<file path="src/rtl/piso_pkg.sv">
// Shared types and helpers for the parallel-in serial-out framer.
package piso_pkg;

  // Framer state: idle waiting for a word, or shifting one out.
  typedef enum logic {
    StIdle  = 1'b0,
    StShift = 1'b1
  } state_e;

  // Bit-order selector values for the LSB_FIRST parameter.
  localparam bit MSB_FIRST = 1'b0;
  localparam bit LSB_FIRST = 1'b1;

  // Width of the bit counter that indexes a word of the given width.
  function automatic int unsigned cnt_w(input int unsigned width);
    return (width < 2) ? 1 : $clog2(width);
  endfunction

endpackage

</file>
<file path="src/rtl/piso_bit_counter.sv">
// Loadable down-counter tracking which bit of a word is on the serial output.
// Loads to Width-1 at the start of a word and counts down to 0 on the last bit.
module piso_bit_counter
  import piso_pkg::*;
#(
  parameter int unsigned Width = 4
) (
  input  logic clk_i,
  input  logic rst_ni,
  input  logic load_i,
  input  logic dec_i,
  output logic is_first_o,
  output logic is_last_o
);

  localparam int unsigned CntW = cnt_w(Width);
  localparam logic [CntW-1:0] MaxVal = CntW'(Width - 1);

  logic [CntW-1:0] cnt_q, cnt_d;

  // Load takes priority over decrement; the counter rests at 0 when idle.
  always_comb begin
    cnt_d = cnt_q;
    if (load_i) begin
      cnt_d = MaxVal;
    end else if (dec_i) begin
      cnt_d = cnt_q - 1'b1;
    end
  end

  // Counter register.
  always_ff @(posedge clk_i or negedge rst_ni) begin
    if (!rst_ni) begin
      cnt_q <= '0;
    end else begin
      cnt_q <= cnt_d;
    end
  end

  // Position flags decoded from the registered count only.
  always_comb begin
    is_first_o = (cnt_q == MaxVal);
    is_last_o  = (cnt_q == '0);
  end

endmodule

</file>
<file path="src/rtl/piso_serializer.sv">
// Parallel-in, serial-out framer: takes a WIDTH-bit word over valid/ready and
// emits it one bit per clock with first/last-bit strobes. A new word can be
// accepted during the last bit of the current one, so words stream without gaps.
module piso_serializer #(
  parameter int unsigned WIDTH     = 4,
  parameter bit          LSB_FIRST = 1'b0
) (
  input  logic             clk,
  input  logic             reset,
  input  logic [WIDTH-1:0] din,
  input  logic             din_valid,
  output logic             din_ready,
  output logic             sout,
  output logic             sout_valid,
  output logic             frame_start,
  output logic             frame_end,
  output logic             busy
);

  import piso_pkg::*;

  // Bit position that is presented on sout.
  localparam int unsigned OutIdx = (LSB_FIRST == piso_pkg::LSB_FIRST) ? 0 : WIDTH - 1;

  state_e           state_q, state_d;
  logic [WIDTH-1:0] shreg_q, shreg_d;
  logic             cnt_load, cnt_dec;
  logic             is_first, is_last;
  logic             xfer;

  piso_bit_counter #(
    .Width(WIDTH)
  ) u_bit_counter (
    .clk_i     (clk),
    .rst_ni    (reset),
    .load_i    (cnt_load),
    .dec_i     (cnt_dec),
    .is_first_o(is_first),
    .is_last_o (is_last)
  );

  // Ready depends on registered state only: always when idle, else on the last bit.
  always_comb begin
    din_ready = (state_q == StIdle) || ((state_q == StShift) && is_last);
    xfer      = din_valid && din_ready;
  end

  // Next-state logic: load, shift toward the output end, reload, or drain to idle.
  always_comb begin
    state_d  = state_q;
    shreg_d  = shreg_q;
    cnt_load = 1'b0;
    cnt_dec  = 1'b0;
    unique case (state_q)
      StIdle: begin
        if (xfer) begin
          shreg_d  = din;
          cnt_load = 1'b1;
          state_d  = StShift;
        end
      end
      StShift: begin
        if (!is_last) begin
          if (LSB_FIRST == piso_pkg::LSB_FIRST) begin
            shreg_d = shreg_q >> 1;
          end else begin
            shreg_d = shreg_q << 1;
          end
          cnt_dec = 1'b1;
        end else if (xfer) begin
          shreg_d  = din;
          cnt_load = 1'b1;
        end else begin
          shreg_d = '0;
          state_d = StIdle;
        end
      end
      default: begin
        shreg_d = '0;
        state_d = StIdle;
      end
    endcase
  end

  // State and shift register.
  always_ff @(posedge clk or negedge reset) begin
    if (!reset) begin
      state_q <= StIdle;
      shreg_q <= '0;
    end else begin
      state_q <= state_d;
      shreg_q <= shreg_d;
    end
  end

  // Serial outputs decoded from registered state.
  always_comb begin
    sout_valid  = (state_q == StShift);
    sout        = sout_valid ? shreg_q[OutIdx] : 1'b0;
    frame_start = sout_valid && is_first;
    frame_end   = sout_valid && is_last;
    busy        = sout_valid;
  end

endmodule

</file>
<file path="config.mk">
export PLATFORM = sky130hd
export DESIGN_NAME = piso_serializer
export DESIGN_NICKNAME = d
export VERILOG_FILES = /design/src/rtl/piso_pkg.sv /design/src/rtl/piso_bit_counter.sv /design/src/rtl/piso_serializer.sv
export SDC_FILE = /design/constraint.sdc
export NUM_CORES = 1
export LEC_CHECK = 0
export ABC_AREA = 1
export BUFFER_PORTS_ARGS = -buffer_cell sky130_fd_sc_hd__buf_2
export CAP_MARGIN = 20
export CORE_AREA = 2 2 39 41
export CTS_BUF_LIST = sky130_fd_sc_hd__clkbuf_4
export CTS_CLUSTER_SIZE = 24
export DETAILED_ROUTE_END_ITERATION = 8
export DIE_AREA = 0 0 41 43
export PLACE_DENSITY_LB_ADDON = 0.05
export SLEW_MARGIN = 10
export SYNTH_ARGS = -nofsm -noshare
export SYNTH_HDL_FRONTEND = slang
export SYNTH_SLANG_ARGS = --single-unit
</file>
<file path="constraint.sdc">
create_clock -name clk -period 2.7 [get_ports clk]
set_input_delay 0.81 -clock clk [delete_from_list [all_inputs] [get_ports clk]]
set_output_delay 0.81 -clock clk [all_outputs]
set_load 0.05 [all_outputs]
</file>
==> metrics.md <==
| Metric | Value |
|---|---|
| Root Driver | clkbuf_4 |
| Clock Skews | 0.000512 ns |
| Reg2reg start | busy$_DFF_PN0_ |
| Worst path required time | around 1.9 ns |
| Io pins | 13 |
| Crit path buffers/inverters | 3 |
| Slew headroom | 0.709 |
| Total grt overflow | 0 |
| Worst hold path type | input pin to asynchronous set/reset pin |
| Syn Inst Count | 56 |
| Hold_ws | 0.387 ns |
| Outcome | finished, final reports clean |
| Port Buf Inserts | 12 |
| Antenna Nets Post-Route | 0 |
| Share of layout cells above drive strength 1 | 0.357 |
| Flop-to-flop setup slack | between 1 and 1.5 ns |
| Post-layout util | 0.371 |
| YS warnings | 0 |
| Routed WL per cell | 9.22 µm |
| Total GRT Usage | 0.127 |
| Vias in the first global route | 360 |
| DRC viols | 0 |
| Mapped Nets | 65 |
| GR Util met1 | 0.163 |
| Post-CTS Hold Buffers | 0 |
| Crit Reg-Reg Endpoint | shreg_q[1]$_DFFE_PN0P_ |
| F_max | about 0.47 GHz |
| Most Frequent Cell on Critical Path | inv_2 |
| Final setup vio count | 0 |
| CTS tree | yes |
| Number of max-cap violations | 0 |
| Clock Latency Late Sink | 0.24 ns |
| Fin. Hold Viols | 0 |
| Type of the worst setup path | flop to output port |
| HPWL after DPL | roughly 660 µm |
| Final net count | 80 |
| Initial antenna violation count | 0 |
| CTS Buf Count | 3 |
| Cell Rows | 14 |
| Post-DR vias/cell | 4.19 |
| GP Congestion | 0.724 |
| Tcrit/Tclk final | 0.796 |
| Post-CTS Setup Bufs | 0 |
| Register area share after synthesis | 0.415 |
| Cell Count, Final, Fillers Out | 86 |
| DRT iter0 DRCs | 4 |
| Placement-stage cell area | 483 µm² |
| Avg Cell Area, Syn | 7.53 µm² |
| FF-to-FF path depth | 5 |
| Initial core utilization | 0.305 |
| Via count | 360 |
| Pins Over Slew Limit | 0 |
| Max incr delay on CP | 0.39 ns |
| CP max-delay cell | dfrtp_1 |
| Final TNS setup | 0 ns |
| # clock sinks | 7 |
| #FFs+latches synth | 7 |
| Global route hottest layer | met2 |
| Post-synth cell types | 14 |
| Core region area | 1380 µm² |
| Maximum net fanout on the critical path | 4 |
| CTS resizes | 0 |
| Final Cell Area | a little over 500 µm² |
| WL final | 793 µm |
| CTS Buffer Depth | 2 |
| Met3 usage | 0.0314 |
| Worst vdd ir | 0.000526 V |
| Met2 GRT Util | 0.172 |
| Die extent in x | ~40 µm |
| Mapped cell area | 422 µm² |
| Min cycle time layout | 2.15 ns |
| Antenna diodes | 0 |
| Largest net degree at the start of global routing | 14 |
| Worst-margin pin slew | 0.437 ns |
| Drt pass-1 iters | 4 |
| DIE AREA | 1760 µm² |
| WP data arrival | 1.34 ns |
| Critical path startpoint category | flop |
| Clk slew on worst S/H paths | 0.05 ns |
| Family with the most delay on the worst path | buffers and inverters |
| Area grow syn2layout | 21.7% |
| PwrDens | ~1400 nW/µm² |
| Placed Cells | 82 |
| CTS H-tree lvls | 1 |
| Static leakage | 0.329 nW |
| Worst path cell trace | inv_2 -> ha_1 -> inv_2 -> nand2_4 -> buf_2 |
| CP Capture Type | output port |
| First-pass GRT wire length | approximately 1400 µm |
| RSZ-0062 raised after global routing | false |
| Die H | 43 µm |
placed cells by master, fill, tap and decap left out:
| cell type | n |
|---|---|
| inv_1 | 8 |
| nand2_4 | 2 |
| nand3_1 | 5 |
| nand2_1 | 10 |
| inv_2 | 5 |
| clkbuf_4 | 4 |
| o21ai_2 | 1 |
| nor2_1 | 9 |
| buf_2 | 12 |
| o21ai_1 | 1 |
| dfrtp_1 | 7 |
| ha_1 | 2 |
| a21oi_1 | 3 |
| nand2_2 | 1 |
Yosys cell counts:
cell type	count	share of area
nand2_1	10	0.089
nor2_1	9	0.080
inv_1	8	0.071
dfrtp_1	7	0.42
inv_2	5	0.045
nand3_1	5	0.059
a21oi_1	3	0.036
ha_1	2	0.059
nand2_4	2	0.053
buf_4	1	0.018
buf_6	1	0.027
nand2_2	1	0.015
o21ai_1	1	0.012
o21ai_2	1	0.021
routing by layer:
metal,wire length (µm),vias up,share of wire
li1,-,195,-
met1,391,153,0.49
met2,343,10,0.43
met3,48,2,0.061
met4,9,0,0.011
met5,0,-,0
area by class of cell:
type	count	area, µm²
fill	165	871
multi-input combinational	34	179
sequential	7	175
timing repair buffer	12	60.1
inverter	13	48.8
clock buffer	4	30.0
tap	16	20.0
state kept, by name (all words and copies together) (netlist names):
name / cells
shreg_q: 4
u_bit_counter.cnt_q: 2
busy: 1
how the worst max path moves through the flow:
| stage | from | endpoint | slack, ns | cells after the start |
|---|---|---|---|---|
| 6_report | u_bit_counter.cnt_q[0]$_DFFE_PN0P_ | din_ready | 0.55 | 5 |
| 3_3_place_gp | u_bit_counter.cnt_q[0]$_DFFE_PN0P_ | din_ready | 0.81 | 5 |
| 4_1_cts | u_bit_counter.cnt_q[0]$_DFFE_PN0P_ | din_ready | 0.53 | 5 |
| 3_5_place_dp | u_bit_counter.cnt_q[0]$_DFFE_PN0P_ | din_ready | 0.80 | 5 |
| 5_1_grt | u_bit_counter.cnt_q[1]$_DFFE_PN0P_ | din_ready | 0.44 | 5 |
| 2_1_floorplan | busy$_DFF_PN0_ | frame_end | 0.67 | 3 |
kinds of logic after synthesis:
family / after synthesis / share of synthesized area
compound gates: 5 / 0.0682
fa+ha+maj: 2 / 0.0593
flops: 7 / 0.415
simple gates: 27 / 0.297
buf+inv: 15 / 0.160
power breakdown:
part | internal [mW] | switching, mW
Sequential | 0.149 | 0.0434
Combinational | 0.111 | 0.293
Clock | 0.0661 | 0.0341
Total | 0.327 | 0.371
stage by stage:
step	setup slack (ns)	power (mW)
floorplan	0.672	0.536
global placement	0.814	0.610
detailed placement	0.804	0.608
CTS	0.529	0.714
global route	0.441	0.772
finish	0.551	0.697
(Power assumes the default switching activity.)
